==> src/rtl/s27_seq_pkg.sv <==
// ---------------------------------------------------------------------------
// s27_seq_pkg
// Shared types, constants and next-state helpers for the s27 self-test
// sequencer: FSM state enum, MISR polynomial, init vector, LFSR taps and
// widths.
// Optional feature macro used by the block: S27_SEQ_ABORT_EN.
// ---------------------------------------------------------------------------
package s27_seq_pkg;

    typedef enum logic [1:0] {
        IDLE  = 2'd0,
        INIT  = 2'd1,
        RUN   = 2'd2,
        CHECK = 2'd3
    } seq_state_e;

    localparam int          SIG_W       = 8;
    localparam int          LFSR_W      = 4;
    localparam int          CNT_W       = 8;
    localparam int          LFSR_TAP_HI = 3;
    localparam int          LFSR_TAP_LO = 2;
    localparam logic [7:0]  MISR_POLY   = 8'h1D;
    localparam logic [3:0]  INIT_VEC    = 4'b1111;

    // One MISR step: shift left, fold the polynomial back in when the MSB
    // falls off, then absorb the serial input bit in the LSB.
    function automatic logic [SIG_W-1:0] misr_next(input logic [SIG_W-1:0] sig,
                                                   input logic             din);
        logic [SIG_W-1:0] fb;
        fb = sig[SIG_W-1] ? MISR_POLY : 8'h00;
        return {sig[SIG_W-2:0], 1'b0} ^ fb ^ {{(SIG_W-1){1'b0}}, din};
    endfunction

    // Fibonacci LFSR step; maximal length (period 15), never reaches zero
    // from a nonzero seed.
    function automatic logic [LFSR_W-1:0] lfsr_next(input logic [LFSR_W-1:0] l);
        return {l[LFSR_W-2:0], l[LFSR_TAP_HI] ^ l[LFSR_TAP_LO]};
    endfunction

endpackage

==> src/rtl/s27_test_sequencer_if.sv <==
// ---------------------------------------------------------------------------
// s27_test_sequencer_if
// Bundles the sequencer's control/result signals and the s27 core hookup.
//   start       : begin sequence (sampled in IDLE)
//   golden_sig  : expected signature (sampled in CHECK)
//   dut_g17     : G17 output of the s27 core
//   dut_pi      : drives {G3,G2,G1,G0} of the s27 core
//   busy/done/pass/signature : status and result
//   abort/aborted : present only when S27_SEQ_ABORT_EN is defined
// Modport slave is the sequencer; master is the environment around it.
// ---------------------------------------------------------------------------
interface s27_test_sequencer_if;
    import s27_seq_pkg::*;

    logic             start;
    logic [SIG_W-1:0] golden_sig;
    logic             dut_g17;
    logic [3:0]       dut_pi;
    logic             busy;
    logic             done;
    logic             pass;
    logic [SIG_W-1:0] signature;
`ifdef S27_SEQ_ABORT_EN
    logic             abort;
    logic             aborted;
`endif

    modport slave (
        input  start, golden_sig, dut_g17,
`ifdef S27_SEQ_ABORT_EN
        input  abort,
        output aborted,
`endif
        output dut_pi, busy, done, pass, signature
    );

    modport master (
        output start, golden_sig, dut_g17,
`ifdef S27_SEQ_ABORT_EN
        output abort,
        input  aborted,
`endif
        input  dut_pi, busy, done, pass, signature
    );

endinterface

==> src/rtl/s27_seq_misr.sv <==
// ---------------------------------------------------------------------------
// s27_seq_misr
// 8-bit serial-input signature register for compacting the s27 G17 output.
//   CK    : clock, rising edge
//   RN    : asynchronous active-low reset (signature -> 0)
//   i_clr : synchronous clear, has priority over i_en
//   i_en  : absorb i_din on this edge
//   i_din : serial input bit
//   o_sig : current signature (registered)
// ---------------------------------------------------------------------------
module s27_seq_misr
    import s27_seq_pkg::*;
(
    input  logic             CK,
    input  logic             RN,
    input  logic             i_clr,
    input  logic             i_en,
    input  logic             i_din,
    output logic [SIG_W-1:0] o_sig
);

    logic [SIG_W-1:0] r_sig;

    // Signature register: clear, compact, or hold.
    always_ff @(posedge CK or negedge RN) begin
        if (!RN) begin
            r_sig <= 8'h00;
        end else if (i_clr) begin
            r_sig <= 8'h00;
        end else if (i_en) begin
            r_sig <= misr_next(r_sig, i_din);
        end else begin
            r_sig <= r_sig;
        end
    end

    assign o_sig = r_sig;

endmodule

==> src/rtl/s27_test_sequencer.sv <==
// ---------------------------------------------------------------------------
// s27_test_sequencer
// Self-test sequencer for the s27 benchmark core: holds the init vector for
// INIT_CYCLES cycles, applies NUM_PATTERNS LFSR patterns while compacting
// G17 into a MISR, then compares against golden_sig and pulses done.
//   CK   : clock, rising edge
//   RN   : asynchronous active-low reset
//   bus  : s27_test_sequencer_if.slave (start, golden_sig, dut_g17 in;
//          dut_pi, busy, done, pass, signature out)
// Optional: S27_SEQ_ABORT_EN adds abort/aborted to the interface; abort
// while busy returns to IDLE with no done pulse and pulses aborted.
// ---------------------------------------------------------------------------
module s27_test_sequencer
    import s27_seq_pkg::*;
#(
    parameter int          INIT_CYCLES  = 2,
    parameter int          NUM_PATTERNS = 64,
    parameter logic [3:0]  LFSR_SEED    = 4'h1
)(
    input  logic                 CK,
    input  logic                 RN,
    s27_test_sequencer_if.slave  bus
);

    localparam logic [CNT_W-1:0] INIT_LAST = CNT_W'(INIT_CYCLES - 1);
    localparam logic [CNT_W-1:0] PAT_LAST  = CNT_W'(NUM_PATTERNS - 1);

    seq_state_e        r_state;
    logic [LFSR_W-1:0] r_lfsr;
    logic [CNT_W-1:0]  r_cnt;
    logic [3:0]        r_dut_pi;
    logic              r_busy;
    logic              r_done;
    logic              r_pass;
    logic [SIG_W-1:0]  w_sig;
    logic              w_misr_clr;
    logic              w_misr_en;
    logic              w_abort_hit;

    // Abort qualification; abort only matters while a sequence is active.
    always_comb begin
        w_abort_hit = 1'b0;
`ifdef S27_SEQ_ABORT_EN
        if (bus.abort && (r_state != IDLE)) begin
            w_abort_hit = 1'b1;
        end else begin
            w_abort_hit = 1'b0;
        end
`endif
    end

    // MISR control: clear when a start is accepted, compact during RUN.
    always_comb begin
        w_misr_clr = (r_state == IDLE) && bus.start;
        w_misr_en  = (r_state == RUN) && !w_abort_hit;
    end

    s27_seq_misr u_misr (
        .CK    (CK),
        .RN    (RN),
        .i_clr (w_misr_clr),
        .i_en  (w_misr_en),
        .i_din (bus.dut_g17),
        .o_sig (w_sig)
    );

    // Sequencer FSM with registered core stimulus and status outputs.
    always_ff @(posedge CK or negedge RN) begin
        if (!RN) begin
            r_state  <= IDLE;
            r_lfsr   <= LFSR_SEED;
            r_cnt    <= 8'd0;
            r_dut_pi <= 4'b0000;
            r_busy   <= 1'b0;
            r_done   <= 1'b0;
            r_pass   <= 1'b0;
        end else begin
            r_done <= 1'b0;
            if (w_abort_hit) begin
                r_state  <= IDLE;
                r_lfsr   <= LFSR_SEED;
                r_cnt    <= 8'd0;
                r_dut_pi <= 4'b0000;
                r_busy   <= 1'b0;
                r_pass   <= 1'b0;
            end else begin
                case (r_state)
                    IDLE: begin
                        if (bus.start) begin
                            r_state  <= INIT;
                            r_cnt    <= 8'd0;
                            r_dut_pi <= INIT_VEC;
                            r_busy   <= 1'b1;
                            r_pass   <= 1'b0;
                        end else begin
                            r_dut_pi <= 4'b0000;
                        end
                    end
                    INIT: begin
                        if (r_cnt == INIT_LAST) begin
                            r_state  <= RUN;
                            r_cnt    <= 8'd0;
                            r_lfsr   <= LFSR_SEED;
                            r_dut_pi <= LFSR_SEED;
                        end else begin
                            r_cnt    <= r_cnt + 8'd1;
                        end
                    end
                    RUN: begin
                        // The pattern for the next cycle is the advanced LFSR,
                        // so dut_pi always equals r_lfsr during RUN.
                        r_lfsr <= lfsr_next(r_lfsr);
                        if (r_cnt == PAT_LAST) begin
                            r_state  <= CHECK;
                            r_cnt    <= 8'd0;
                            r_dut_pi <= 4'b0000;
                        end else begin
                            r_cnt    <= r_cnt + 8'd1;
                            r_dut_pi <= lfsr_next(r_lfsr);
                        end
                    end
                    CHECK: begin
                        r_pass   <= (w_sig == bus.golden_sig);
                        r_done   <= 1'b1;
                        r_busy   <= 1'b0;
                        r_state  <= IDLE;
                        r_dut_pi <= 4'b0000;
                    end
                    default: begin
                        r_state  <= IDLE;
                        r_cnt    <= 8'd0;
                        r_dut_pi <= 4'b0000;
                        r_busy   <= 1'b0;
                    end
                endcase
            end
        end
    end

`ifdef S27_SEQ_ABORT_EN
    logic r_aborted;

    // One-cycle acknowledge of an accepted abort.
    always_ff @(posedge CK or negedge RN) begin
        if (!RN) begin
            r_aborted <= 1'b0;
        end else begin
            r_aborted <= w_abort_hit;
        end
    end

    assign bus.aborted = r_aborted;
`endif

    assign bus.dut_pi    = r_dut_pi;
    assign bus.busy      = r_busy;
    assign bus.done      = r_done;
    assign bus.pass      = r_pass;
    assign bus.signature = w_sig;

endmodule
==> src/flat_wrapper.sv <==
// flat-port wrapper written by rule: the top's interface ports become plain ports
module s27_test_sequencer_flat import s27_seq_pkg::*;
#(
    parameter int          INIT_CYCLES  = 2,
    parameter int          NUM_PATTERNS = 64,
    parameter logic [3:0]  LFSR_SEED    = 4'h1
)
  (CK, RN, bus_start, bus_golden_sig, bus_dut_g17, bus_dut_pi, bus_busy, bus_done, bus_pass, bus_signature);
  s27_test_sequencer_if bus_i ();
  input  logic CK;
  input  logic RN;
  input wire logic [$bits(bus_i.start)-1:0] bus_start;
  input wire logic [$bits(bus_i.golden_sig)-1:0] bus_golden_sig;
  input wire logic [$bits(bus_i.dut_g17)-1:0] bus_dut_g17;
  output wire logic [$bits(bus_i.dut_pi)-1:0] bus_dut_pi;
  output wire logic [$bits(bus_i.busy)-1:0] bus_busy;
  output wire logic [$bits(bus_i.done)-1:0] bus_done;
  output wire logic [$bits(bus_i.pass)-1:0] bus_pass;
  output wire logic [$bits(bus_i.signature)-1:0] bus_signature;
  assign bus_i.start = bus_start;
  assign bus_i.golden_sig = bus_golden_sig;
  assign bus_i.dut_g17 = bus_dut_g17;
  assign bus_dut_pi = bus_i.dut_pi;
  assign bus_busy = bus_i.busy;
  assign bus_done = bus_i.done;
  assign bus_pass = bus_i.pass;
  assign bus_signature = bus_i.signature;
  s27_test_sequencer #(.INIT_CYCLES(INIT_CYCLES), .NUM_PATTERNS(NUM_PATTERNS), .LFSR_SEED(LFSR_SEED)) u_core (.CK(CK), .RN(RN), .bus(bus_i));
endmodule
==> config.mk <==
export PLATFORM = sky130hd
export DESIGN_NAME = s27_test_sequencer_flat
export DESIGN_NICKNAME = d
export VERILOG_FILES = /design/src/rtl/s27_seq_pkg.sv /design/src/rtl/s27_test_sequencer_if.sv /design/src/rtl/s27_seq_misr.sv /design/src/rtl/s27_test_sequencer.sv /design/src/flat_wrapper.sv
export SDC_FILE = /design/constraint.sdc
export NUM_CORES = 1
export LEC_CHECK = 0
export CORE_MARGIN = 10
export CORE_UTILIZATION = 51
export CTS_CLUSTER_DIAMETER = 150
export DETAILED_ROUTE_END_ITERATION = 16
export GPL_TIMING_DRIVEN = 0
export PLACE_DENSITY = 0.83
export SLEW_MARGIN = 15
export SYNTH_ARGS = -nofsm -noshare
export SYNTH_HDL_FRONTEND = slang
export SYNTH_SLANG_ARGS = --single-unit
==> constraint.sdc <==
create_clock -name CK -period 2.23 [get_ports CK]
set_clock_uncertainty 0.2 [all_clocks]
set_input_delay 0.5575 -clock CK [delete_from_list [all_inputs] [get_ports CK]]
set_output_delay 0.5575 -clock CK [all_outputs]
set_load 0.1 [all_outputs]
# --- Yosys cells after proc, flatten, opt, wreduce, memory -nomap -nowiden ---
# Cells that the tools add are included.
word_totals:
  reg_bits: 29
  output_inout_bits: 15
  word_cells: 52
classes:
  n_addsub: 1
  n_eq_ne: 9
  mux: 21
  bitwise: 3
  reduce_logical: 10
op_table:
  columns: ["operator", "n"]
  rows:
  - ["$mux 8", 5]
  - ["$pmux 8 s3", 1]
  - ["$pmux 4 s4", 1]
  - ["$mux 4", 3]
  - ["$add 8x1->8 const B", 1]
  - ["$eq 8x1->1 const B", 1]
  - ["$eq 8x6->1 const B", 1]
  - ["$eq 8x8->1", 1]
  - ["$pmux 2 s4", 1]
  - ["$pmux 4 s2", 1]
  - ["$xor 8x1->8", 1]
  - ["$xor 8x5->8", 1]
  - ["$mux 2", 3]
  - ["$reduce_and 2->1", 3]
  - ["$reduce_bool 2->1", 3]
  - ["$mux 5", 1]
  - ["$eq 2x2->1 const B", 2]
  - ["$ne 2x1->1 const B", 2]
  - ["$pmux 1 s2", 2]
  - ["$mux 1", 3]
  - ["$reduce_and 3->1", 1]
  - ["$reduce_bool 3->1", 1]
  - ["$eq 2x1->1 const B", 1]
  - ["$logic_not 2->1", 1]
  - ["other kinds (3)", 3]

# --- Depth between registers and ports, before layout ---
depth:
  word_depth: 5
  ltp_mapped: 8
  depth_no_buf: 6

# --- Hierarchy ---
# From an unflattened synthesis, not the netlist that was laid out.
unflattened:
  cells_unflattened: 148
  area_unflattened_um2: 1604.0
modules_own_cells:
  columns: ["module", "instances", "cells_each", "area_each_um2", "seq_area_each_um2"]
  rows:
  - ["s27_test_sequencer", 1, 117, 1242.4, 526.8]
  - ["s27_seq_misr", 1, 31, 361.6, 200.2]

# --- Worst setup path before layout ---
# No wires, ideal clock.
synth_path:
  path_type: "register to register"
  startpoint: "register u_core.r_state[0]"
  endpoint: "register u_core.r_cnt[3]"
  setup_ns: 0.134
  arrival_ns: 1.561
  setup_slack_ns: 0.335
  stages_incl_launch_ff: 8
  path_buffers: 1
  period_less_slack_ns: 1.895
  cell_sequence: "dfrtp_1 inv_1 ha_1 mux2i_1 clkbuf_1 nor3_1 o211ai_1 o211ai_1"
synth_via:
  elab_chain_cells: 3
  elab_cells_between_ends: 7
synth_rtl:
  columns: ["element", "line", "source"]
  rows:
  - ["start: declaration", "s27_test_sequencer.sv:28", "seq_state_e r_state;"]
  - ["start signal: assignment", "s27_test_sequencer.sv:70", "r_state <= IDLE;"]
  - ["start signal: assignment", "s27_test_sequencer.sv:80", "r_state <= IDLE;"]
  - ["start signal: assignment", "s27_test_sequencer.sv:90", "r_state <= INIT;"]
  - ["$eq 2x2->1, or another cell as far along", "s27_test_sequencer.sv:87", "case (r_state)"]
  - ["$reduce_bool 3->1 (no source line) or $ne 2x2->1 (tied branches)", null, null]
  - ["$reduce_and 2->1 (no source line)", null, null]
  - ["end signal: assignment", "s27_test_sequencer.sv:106", "r_cnt <= r_cnt + 8'd1;"]
  - ["end signal: assignment", "s27_test_sequencer.sv:118", "r_cnt <= r_cnt + 8'd1;"]
  - ["end: declaration", "s27_test_sequencer.sv:30", "logic [CNT_W-1:0] r_cnt;"]
# Several ways; a longest one is shown, not always the timed one.
# A chain may end at the register's enable or synchronous reset.

# --- Final worst setup path ---
layout_path:
  startpoint: "register u_core.u_misr.r_sig[5], in the netlist u_core.u_misr.o_sig[5]"
  endpoint: "output port bus_signature[5]"
layout_lines:
  columns: ["element", "line", "source"]
  rows:
  - ["start: declaration", "s27_seq_misr.sv:22", "logic [SIG_W-1:0] r_sig;"]
  - ["start signal: assignment", "s27_seq_misr.sv:31", "r_sig <= misr_next(r_sig, i_din);"]
  - ["start signal: assignment", "s27_seq_misr.sv:33", "r_sig <= r_sig;"]
  - ["end: declaration", "flat_wrapper.sv:19", "output wire logic [$bits(bus_i.signature)-1:0] bus_signature;"]
# No word-level cell between the ends.

==> summary.md <==
| Metric | Value |
|---|---|
| Largest net degree at the start of global routing | 30 |
| P&R area growth vs syn | 26.4% |
| Top-area cell type share of the netlist area | a little over two fifths |
| Crit end category | primary output |
| Worst skew pair latency | between 0.3 and 0.4 ns |
| Async set-reset flop share out of synthesis | 100% |
| Routed Antenna Nets | 0 |
| Core Region | 3030 sq um |
| Yosys cell types | slightly above 40 |
| Clock Path Buffers | 2 |
| Vias per cell | between 5 and 6 |
| Placed cells | roughly 230 |
| Reg clk slew, reported paths | ~0.090 ns |
| Site Rows | 20 |
| Die ar. | 5770 sq um |
| Unrepaired setup endpoints after global routing | no |
| Vias in the first global route | roughly 1.3k |
| Die H | between 70 and 80 microns |
| Gr ovfl total | 0 |
| Clock root buffer master | clkbuf_4 |
| Max-cap violations | 0 |
| #FFs+latches synth | 29 |
| Main flop type after synthesis | dfrtp_1 |
| CP max FO | 4 |
| Sequential fraction of the synthesis area | between 40% and 50% |
| Synth top area cells | dfrtp_1 44%, ha_1 4.7%, nand2_1 4.7%, xnor2_1 4.4%, mux2i_1 3.8% |
| Fin crit period | between 2 and 2.5 ns |
| Iteration-0 DRC Markers | 76 |
| CP Data Required Time | 1.47 ns |
| Slew headroom | 58.9% |
| Number of port buffers | 26 |
| Drt pass-1 iters | 4 |
| TritonCTS clock tree | built |
| Hpwl dp | about 2600 microns |
| Worst EP arrival | around 1.4 ns |
| Synth warnings | 0 |
| Die width | between 70 and 80 microns |
| Final net count | between 200 and 250 |
| Syn Area/Cell | around 9.9 sq um |
| TritonCTS buffer count | 5 |
| DR vias | approximately 1.3k |
| Final period util | a little over nine tenths |
| Worst Path Buf+Inv | 1 |
| # setup viols final | 0 |
| Max-slew violations | 0 |
| Initial Util | 52.7% |
| WS Path Type | reg2out |
| Number of synthesized flops with an enable pin | 0 |
| Fill cells | around 240 |
| Clock sinks | 29 |
| Cell family with most CP delay | buffers and inverters |
| Slowest stage delay, CP | between 0.5 and 0.6 ns |
| Synth Net Count | around 180 |
| DRC violations left | 0 |
| Ant. Diodes | 0 |
| CTS H-tree depth | 2 |
| WL final | between 3000 and 4000 microns |
| Cell taking the most area after synthesis | dfrtp_1 |
| Status | completed |
| First-pass GRT wire length | between 5000 and 6000 microns |
| Layout Cells excl Fill | between 200 and 250 |
| Maximum operating frequency | ~0.47 GHz |
| Startpoint Class | flip-flop |
| Initial antenna violation count | 0 |
| IO Count | 27 |
| Layout cell share with drive strength beyond 1 | between 10% and 20% |
| Endpoints failing hold | 0 |
| Worst path cell trace | clkdlybuf4s15_2 |
| WHS | about 0.037 ns |
| Routed wire per std cell | between 10 and 15 microns |
| Hold Crit Class | in2async |
| Post-Syn Area | about 1600 sq um |
| Worst path slowest cell | clkdlybuf4s15_2 |
| GPL Wtd Cong | between 0.8 and 0.9 |
| Worst Tran Pin Value | 0.616 ns |
| CTS Hold Buffers Added | 0 |
| Cell count after synthesis | ~160 |
| GRT Util Overall | about an eighth |
[worst paths after layout]
path                                         from              endpoint  slack, ns  cells after the start
hold / removal                                 RN       u_core.r_cnt[0]       0.04                      1
hold reg to reg              u_core.bus.dut_pi[1]  u_core.bus.dut_pi[1]       0.28                      2
setup / recovery           u_core.u_misr.o_sig[5]      bus_signature[5]       0.11                      1
setup reg to reg                  u_core.r_cnt[0]     u_core.r_state[1]       0.20                      5
max in group asynchronous                      RN  u_core.bus.dut_pi[3]       1.38                      1
min in group CK              u_core.bus.dut_pi[1]  u_core.bus.dut_pi[1]       0.28                      2
[cell usage after synthesis (5+ instances only)]
library cell / n
nand3_1: 5
ha_1: 6
mux2i_1: 6
xnor2_1: 8
o21ai_0: 5
xor2_1: 5
dfrtp_1: 28
nor2_1: 11
inv_1: 9
nand2_1: 20
[sequential cells by signal (all words and copies together) (netlist names)]
signal and cells:
u_core.bus.dut_pi 4, u_core.r_lfsr 4, u_core.r_state 2, u_core.bus.busy 1, u_core.r_cnt 8, u_core.bus.done 1
u_core.u_misr.o_sig 8, u_core.bus.pass 1
[cell usage in the layout, fill, tap and decap left out, types with 2 or more instances in the layout]
master	n
nor2_1	11
nor3_1	4
and2_1	2
inv_1	9
clkdlybuf4s15_2	15
clkdlybuf4s50_1	10
o2111ai_1	2
clkbuf_1	4
o311ai_1	2
dfrtp_1	28
a22o_1	3
nand3_1	5
buf_6	2
mux2i_1	5
clkbuf_4	5
a31oi_1	4
ha_1	5
o21ai_0	5
a211oi_1	4
xor2_1	5
a21oi_1	3
o221ai_1	4
nor4_1	3
o211ai_1	3
xnor2_1	8
nand2_1	20
[repair_timing]
action / in CTS / in global routing
setup endpoints to repair: 15 / 3
buffers inserted: 0 / 0
gates resized for setup: 45 / 4
[cell type report]
type | instances | area [sq um] | share of cell area, %
clock buffer | 7 | 55.1 | 2.73
buffer | 8 | 50.0 | 2.48
multi-input combinational | 115 | 792 | 39.3
inverter | 9 | 33.8 | 1.67
sequential | 29 | 727 | 36.0
clock inverter | 1 | 30.0 | 1.49
timing repair buffer | 26 | 274 | 13.6
tap | 44 | 55.1 | 2.73
[metal layers]
metal / GRT usage, % / vias to the layer above / part of all wire [%]
li1: - / 643 / -
met5: 0 / - / 0
met4: 4.55 / 0 / 2.1
met2: 20.2 / 19 / 48
met1: 14.1 / 617 / 45
met3: 4.25 / 9 / 4.5
[through the flow]
stage | instance area [sq um] | setup TNS [ns] | util, % | setup slack [ns]
4_1_cts | 2010 | 0 | 66.4 | 0.00135
5_1_grt | 2020 | 0 | 66.6 | 0.0451
3_5_place_dp | 1910 | -1.23 | 62.9 | -0.209
6_report | 2020 | 0 | 66.6 | 0.114
3_3_place_gp | 1910 | -1.36 | 63.1 | -0.155
2_1_floorplan | 1600 | 0 | - | 0.335
[kinds of logic (layout without fill, tap and decap cells)]
| group | count (synthesis) | after routing | share of synthesized area, % |
|---|---|---|---|
| and+or+nand+nor | 51 | 51 | 14.5 |
| AOI/OAI and AO/OA | 38 | 38 | 18.4 |
| DFF | 29 | 29 | 45.6 |
| buffers and inverters | 17 | 51 | 5.18 |
| xor gates and xnor gates | 13 | 13 | 7.14 |
| muxes | 7 | 7 | 4.47 |
| adders and majority gates | 6 | 6 | 4.71 |
Power is left out: the tool's default activity adds up to more than one toggle a clock period on the data nets, which glitch-free logic cannot reach.
